File: config.mk
export PLATFORM = sky130hd
export DESIGN_NAME = lif_slot_scheduler
export DESIGN_NICKNAME = d
export VERILOG_FILES = /design/src/rtl/lif_slot_scheduler.sv
export SDC_FILE = /design/constraint.sdc
export NUM_CORES = 1
export LEC_CHECK = 0
export CORE_MARGIN = 2
export CORE_UTILIZATION = 55
export DETAILED_ROUTE_END_ITERATION = 7
export HOLD_SLACK_MARGIN = 0.15
export PLACE_DENSITY = 0.77
export SETUP_SLACK_MARGIN = 0.2
export SLEW_MARGIN = 30
export SYNTH_ARGS = -nofsm -noshare
export SYNTH_HDL_FRONTEND = slang
export SYNTH_SLANG_ARGS = --single-unit
export TNS_END_PERCENT = 10
File: constraint.sdc
create_clock -name clk -period 6.3 [get_ports clk]
set_input_delay 1.575 -clock clk [delete_from_list [all_inputs] [get_ports clk]]
set_output_delay 1.575 -clock clk [all_outputs]
set_load 0.005 [all_outputs]
File: src/rtl/lif_slot_scheduler.sv
// ---------------------------------------------------------------------------
// lif_slot_scheduler
//
// Time-multiplexed controller for one shared leaky-integrate-and-fire unit.
// It holds membrane potential (V), pending input current (pend) and the
// refractory count (ref) for 8 neurons. One neuron is updated per enabled,
// unstalled cycle, visiting the slots in round-robin order 0..7.
//
// Handshakes (both ports): a transfer happens on a rising edge where
// valid && ready are both high. valid never depends on ready. Once raised,
// spike_valid and spike_idx hold until that transfer. An undelivered event
// stalls the slot sequence, so a new fire can never overwrite it.
//
// Parameters
//   LEAK_SHIFT  leak term is V >> LEAK_SHIFT (1..7)
//   REFRAC      rounds a neuron is skipped after firing (0..7)
//
// Ports
//   clk          rising-edge clock
//   rst_n        synchronous active-low reset
//   en           slot sequencing enable; 0 freezes slot/V/ref
//   in_valid     current write request
//   in_ready     write accepted when in_valid && in_ready (low in reset)
//   in_idx       target neuron of the write
//   in_current   unsigned current added (saturating) to pend[in_idx]
//   thr_we       load global threshold from thr_data
//   thr_data     new threshold value
//   spike_valid  spike event available
//   spike_ready  consumer accepts the event
//   spike_idx    neuron that fired
//   state        post-update V of the neuron processed in the last update
//   slot         neuron the next update cycle will process
//   round_done   one-cycle pulse after slot 7 has been processed
// ---------------------------------------------------------------------------
module lif_slot_scheduler #(
  parameter int unsigned LEAK_SHIFT = 3,
  parameter int unsigned REFRAC     = 2
) (
  input  logic       clk,
  input  logic       rst_n,
  input  logic       en,
  input  logic       in_valid,
  output logic       in_ready,
  input  logic [2:0] in_idx,
  input  logic [7:0] in_current,
  input  logic       thr_we,
  input  logic [7:0] thr_data,
  output logic       spike_valid,
  input  logic       spike_ready,
  output logic [2:0] spike_idx,
  output logic [7:0] state,
  output logic [2:0] slot,
  output logic       round_done
);

  localparam logic [2:0] REFRAC_L  = 3'(REFRAC);
  localparam logic [7:0] THR_RESET = 8'h7F;

  // Per-neuron storage
  logic [7:0] v_q    [8];
  logic [7:0] v_d    [8];
  logic [7:0] pend_q [8];
  logic [7:0] pend_d [8];
  logic [2:0] ref_q  [8];
  logic [2:0] ref_d  [8];

  // Global / output registers
  logic [7:0] thr_q,         thr_d;
  logic [2:0] slot_q,        slot_d;
  logic [7:0] state_q,       state_d;
  logic       spike_valid_q, spike_valid_d;
  logic [2:0] spike_idx_q,   spike_idx_d;
  logic       round_done_q,  round_done_d;

  // Datapath signals for the neuron in the current slot
  logic       wr_acc;
  logic       stall;
  logic       upd;
  logic [7:0] v_cur;
  logic [7:0] pend_cur;
  logic [2:0] ref_cur;
  logic       in_refrac;
  logic [7:0] leaked;
  logic [8:0] sum9;
  logic [7:0] v_int;
  logic       fire;
  logic [7:0] v_new;
  logic [8:0] pend_sum [8];

  // Writes are refused only while reset is held.
  assign in_ready = rst_n;

  assign wr_acc = in_valid && in_ready;
  assign stall  = spike_valid_q && !spike_ready;
  assign upd    = en && !stall;

  assign v_cur     = v_q[slot_q];
  assign pend_cur  = pend_q[slot_q];
  assign ref_cur   = ref_q[slot_q];
  assign in_refrac = (ref_cur != 3'd0);

  // V - (V >> k) never underflows, so only the add needs a carry bit.
  assign leaked = v_cur - (v_cur >> LEAK_SHIFT);
  assign sum9   = {1'b0, leaked} + {1'b0, pend_cur};
  assign v_int  = sum9[8] ? 8'hFF : sum9[7:0];
  assign fire   = !in_refrac && (v_int >= thr_q);
  assign v_new  = (in_refrac || fire) ? 8'd0 : v_int;

  // Saturating accumulate of an incoming write, per neuron.
  always_comb begin
    for (int i = 0; i < 8; i++) begin
      pend_sum[i] = {1'b0, pend_q[i]} + {1'b0, in_current};
    end
  end

  always_comb begin
    for (int i = 0; i < 8; i++) begin
      v_d[i]    = v_q[i];
      ref_d[i]  = ref_q[i];
      pend_d[i] = pend_q[i];

      if (wr_acc && (in_idx == 3'(i))) begin
        pend_d[i] = pend_sum[i][8] ? 8'hFF : pend_sum[i][7:0];
      end

      if (upd && (slot_q == 3'(i))) begin
        v_d[i] = v_new;
        if (in_refrac) begin
          ref_d[i] = ref_cur - 3'd1;
        end else if (fire) begin
          ref_d[i] = REFRAC_L;
        end
        // The update consumes the old pend; a same-cycle write becomes the
        // fresh pend value for the next round.
        if (wr_acc && (in_idx == 3'(i))) begin
          pend_d[i] = in_current;
        end else begin
          pend_d[i] = 8'd0;
        end
      end
    end
  end

  always_comb begin
    thr_d         = thr_q;
    slot_d        = slot_q;
    state_d       = state_q;
    spike_valid_d = spike_valid_q;
    spike_idx_d   = spike_idx_q;
    round_done_d  = 1'b0;

    if (thr_we) begin
      thr_d = thr_data;
    end

    // Delivery first; a new fire in the same cycle overrides the clear so
    // the next event is presented without a bubble.
    if (spike_valid_q && spike_ready) begin
      spike_valid_d = 1'b0;
    end

    if (upd) begin
      state_d      = v_new;
      slot_d       = slot_q + 3'd1;
      round_done_d = (slot_q == 3'd7);
      if (fire) begin
        spike_valid_d = 1'b1;
        spike_idx_d   = slot_q;
      end
    end
  end

  always_ff @(posedge clk) begin
    if (!rst_n) begin
      for (int i = 0; i < 8; i++) begin
        v_q[i]    <= 8'd0;
        pend_q[i] <= 8'd0;
        ref_q[i]  <= 3'd0;
      end
      thr_q         <= THR_RESET;
      slot_q        <= 3'd0;
      state_q       <= 8'd0;
      spike_valid_q <= 1'b0;
      spike_idx_q   <= 3'd0;
      round_done_q  <= 1'b0;
    end else begin
      for (int i = 0; i < 8; i++) begin
        v_q[i]    <= v_d[i];
        pend_q[i] <= pend_d[i];
        ref_q[i]  <= ref_d[i];
      end
      thr_q         <= thr_d;
      slot_q        <= slot_d;
      state_q       <= state_d;
      spike_valid_q <= spike_valid_d;
      spike_idx_q   <= spike_idx_d;
      round_done_q  <= round_done_d;
    end
  end

  assign spike_valid = spike_valid_q;
  assign spike_idx   = spike_idx_q;
  assign state       = state_q;
  assign slot        = slot_q;
  assign round_done  = round_done_q;

endmodule

# Word-level counts from Yosys, hierarchy flattened
# Memories as Yosys holds them, arrays and structs flattened. A register that Yosys moved wholly into a read port is not among the register bits.
# Cells that the tools add are included.
# Widths: inputs -> output; s select.
# totals
in_bits,25
ff_bits,24
output_inout_bits,17
mem_count,3
mem_bits_rw,152
elab_cells,231
# op_classes
order_cmp,1
n_reduce_logical,46
eq_ne,38
n_bitwise,24
addsub,12
mux,101
# mem_list
name,depth,width,read_ports,rd_ports_with_merged_regs,write_ports,line_no,text
pend_q,8,8,9,1,8,62,logic [7:0] pend_q [8];
v_q,8,8,1,1,8,60,logic [7:0] v_q [8];
ref_q,8,3,1,1,8,64,logic [2:0] ref_q [8];
# op_table
op,n
$mux 8,58
$mux 3,38
$add 8x8->9,9
$eq 3x3->1 const B,8
$ne 3x3->1 const B,8
$or 1x1->1,24
$reduce_and 3->1,8
$logic_and 1x1->1,21
$reduce_and 2->1,10
$ne 1x1->1 const B,16
$eq 3x2->1 const B,4
$ge 8x8->1,1
$sub 8x5->8,1
$eq 3x1->1 const B,2
$logic_not 3->1,2
$mux 1,5
$add 3x1->3 const B,1
$logic_not 1->1,3
$reduce_bool 3->1,1
$sub 3x1->3 const B,1
$logic_or 1x1->1,1

# Logic depth before layout (Yosys ltp)
# logic_depth
word_depth,9
ltp_mapped,26
mapped_depth_nobuf,21

# Worst setup path after synthesis
# No wires, ideal clock.
# synth_timing
path_kind,register to register
startpoint,register (tool-made name)
endpoint,"memory ref_q[1][0], enable pin"
period_less_slack_ns,5.680
n_path_buf,4
t_required_ns,5.956
path_stages_with_launch,25
setup_time_ns,0.344
t_arrival_ns,5.336
path_slack_ns,0.620
cell_sequence,dfxtp_1 buf_2 buf_2 buf_2 mux4_2 mux2_2 ha_1 fa_1 nor2b_1 o21ai_0 a21boi_0 nor3b_1 xnor2_1 ha_1 nand2_1 o21a_1 o21ai_0 a21oi_1 inv_1 ha_1 o21a_1 a21oi_1 o311a_1 buf_2 o21ai_0
# synth_rtl
element,line_no
to (decl),64

==> results by group <==
Outcome
  – Status: complete, no violations

Yosys
  – Register area share after synthesis: 0.373
  – Synth warn: 0
  – Post-synth top area cell: edfxtp_1
  – Syn_nets: about 1.4k
  – Yosys reg bits: 179
  – Post-synth EDFFs: 88
  – Top-count cell post-synth: nor2_1
  – Syn Inst Count: roughly 1.3k
  – Ys async rst share: 0
  – Cell variety after synth: 72
  – Synth top area share: 0.221
  – Synth Cell Area: approximately 0.012 mm^2
  – Average cell area after synthesis: 9.51 um^2
  – Most used DFF post-synth: dfxtp_1
  – Top post-synthesis cells by count: nor2_1 (131), o21ai_0 (113), nand2_1 (103), ha_1 (94), dfxtp_1 (91)
  – Ranking of synthesized cells by area: edfxtp_1 (22%), dfxtp_1 (15%), ha_1 (9.8%), mux4_2 (7.2%), o21ai_0 (4.7%)

Route
  – WL final: approximately 34000 um
  – DR iter-0 viols: 885
  – Detailed Routing Iterations Pass 1: 7
  – Detail Route Antenna Nets: 0
  – DRC viols: 0
  – Vias: 10.3k
  – Vias per inst: around 6.6
  – Drt wl/cell: between 20 and 25 um

Timing
  – Tmin final: 5.79 ns
  – Count of pins over their slew limit: 0
  – Final Hold Vio Count: 0
  – Hold slack: approximately 0.47 ns
  – Worst Max-Slew Pin Slew: 0.975 ns
  – Count of final setup violators: 0
  – Highest clock rate: around 170 MHz
  – Worst rel slew slack: 0.348
  – Setup_tns: 0 ns
  – Clock Skews: 0.0145 ns
  – RSZ-0062 raised after global routing: false
  – Final Cycle Share: 0.919

Critical path
  – CP max-delay cell: dfxtp_4
  – Critical path type: flip-flop to flip-flop
  – Top cell by count, worst path: ha_1
  – Crit path cell chain: buf_4, mux4_2, mux2i_2, inv_1, ha_1, nor2b_1, o211ai_1, a31oi_1, nor2_1, xnor2_1, ha_1, a21oi_1, o21a_1, nand2_1, nor2_2, ha_1, nand2b_1, a21oi_1, o311a_1, buf_4, nand2_1, nor2_1
  – Worst Setup End Kind: flip-flop
  – Largest stage delay, worst path: 0.51 ns
  – Worst Path Arrival: roughly 6 ns
  – WP data required: 6.58 ns
  – Crit Path Max Fanout: 22
  – Nature of the critical path startpoint: flip-flop

Placement
  – Post-DP HPWL: about 25000 um
  – Gpl congestion: 0.966
  – PortBufs: 41

GRT
  – GRT Total Usage: 0.306
  – Global-route wire length before repair: around 53000 um
  – Pin count of the biggest net entering global routing: 64
  – Total gr overflow: 0
  – Vias in the first global route: 9741
  – Initial antenna violation count: 0

CTS
  – Clock Tree Buf Depth: 2
  – Clock network latency to the later pin of the worst-skew pair: 0.45 ns
  – CTS tree: built
  – Htree depth: 4
  – Clock Pin Slew Worst Setup and Hold Paths: 0.08 ns
  – Setup bufs post-CTS: 0
  – Number of clock sinks: 179
  – CTS buffer count: 17
  – CTS root buf: clkbuf_16

Die
  – Initial core utilization: 0.566
  – I/O Pins: 42
  – Floorplan die width: 151 um
  – Die area: 0.0229 mm^2
  – Die H: 151 um
  – Core area: 0.0212 mm^2
  – Rows: between 50 and 60

Layout
  – Layout area overhead: 11.2%
  – Post-layout util: 0.629
  – Antenna cell count: 0
  – Fraction of layout instances using a drive strength above 1: 0.0926
  – Nets@finish: 1412

Power and ir drop
  – Leakage: between 5 and 6 nW
  – Pwr Density: 293 mW/mm^2
  – Worst VDD drop: around 210 uV

Flow run
  – Max_cap viols: 0

Hold path
  – Worst min path class: flip-flop to flip-flop
-- critical path: cells and delay by family, from the launching register on --
kind,cells,cell delay (ns)
adders and majority gates,3,0.96
xor gates and xnor gates,1,0.13
buffers and inverters,3,0.62
AOI/OAI and AO/OA,6,1.26
DFF,1,0.51
muxes,2,0.60
and+or+nand+nor,7,1.51
-- final cells by class --
| class | count | area [um^2] |
|---|---|---|
| well taps | 275 | 344 |
| multi-input cells | 969 | 7090 |
| repair buffers | 58 | 533 |
| inverters | 58 | 218 |
| flip-flops and latches | 179 | 4470 |
| clock inverters | 15 | 214 |
| fillers | 1675 | 7860 |
| clock buffers | 17 | 425 |
-- logic make-up (layout without fill, tap and decap cells) --
logic type,after synthesis,count (layout),share of synthesized area
and+or+nand+nor,429,429,0.169
AOI/OAI and AO/OA,341,341,0.188
DFF,179,179,0.373
buffers and inverters,110,148,0.0364
adders and majority gates,104,104,0.115
muxes,67,67,0.0972
xor gates and xnor gates,28,28,0.0205
-- routing by layer --
metal,vias up,global-route usage,part of all wire,wire [um]
li1,4784,-,-,-
met2,536,0.483,0.46,15500
met1,4901,0.415,0.41,13900
met3,103,0.0674,0.094,3160
met5,-,0,0,0
met4,0,0.112,0.036,1210
-- report_power, final --
part / switching (mW) / internal, mW / total (mW)
sequential: 0.0588 / 1.33 / 1.38
combinational: 0.852 / 0.524 / 1.38
clock: 0.574 / 0.555 / 1.13
-- final timing paths --
path | start | endpoint | slack, ns | cells past startpoint
worst min-delay path | spike_idx[1]$_SDFFE_PN0P_ | spike_idx[1]$_SDFFE_PN0P_ | 0.47 | 2
worst min register to register | spike_idx[1]$_SDFFE_PN0P_ | spike_idx[1]$_SDFFE_PN0P_ | 0.47 | 2
worst max register to register | flip-flop | v_q[7][2]$_DFFE_PP_ | 0.51 | 22
worst max-delay path | flip-flop | v_q[7][2]$_DFFE_PP_ | 0.51 | 22
-- registers in the layout, indices dropped and copies added, names as in the netlist, 3 cells and up, named ones only --
register / count
pend_q: 64
v_q: 64
ref_q: 24
state: 8
thr_q: 8
slot: 3
spike_idx: 3
-- cells in the final DEF, fill, tap and decap left out, drive strengths merged, types with 40 or more instances in the layout --
| master | n |
|---|---|
| dfxtp | 91 |
| inv | 66 |
| nor2 | 132 |
| o21ai | 114 |
| a21oi | 48 |
| nand3 | 48 |
| nor3 | 43 |
| ha | 94 |
| clkdlybuf4s50 | 40 |
| edfxtp | 88 |
| nand2 | 104 |
-- per-stage QoR --
step / cells / instance area (um^2) / setup slack, ns / power, mW
after global placement: 1539 / 12600 / 0.619 / 2.68
after floorplan: 1258 / 12000 / 0.620 / 2.29
after CTS: 1571 / 13300 / 0.293 / 3.84
after detailed placement: 1539 / 12600 / 0.349 / 2.72
after global routing: 1571 / 13300 / 0.189 / 4.07
final: 1571 / 13300 / 0.508 / 3.89
-- timing repair --
item	4_1_cts	5_1_grt
endpoints found under the setup margin	0	109
hold buffers	0	0
resized for setup	0	10
Power figures use the tool's default switching activity.
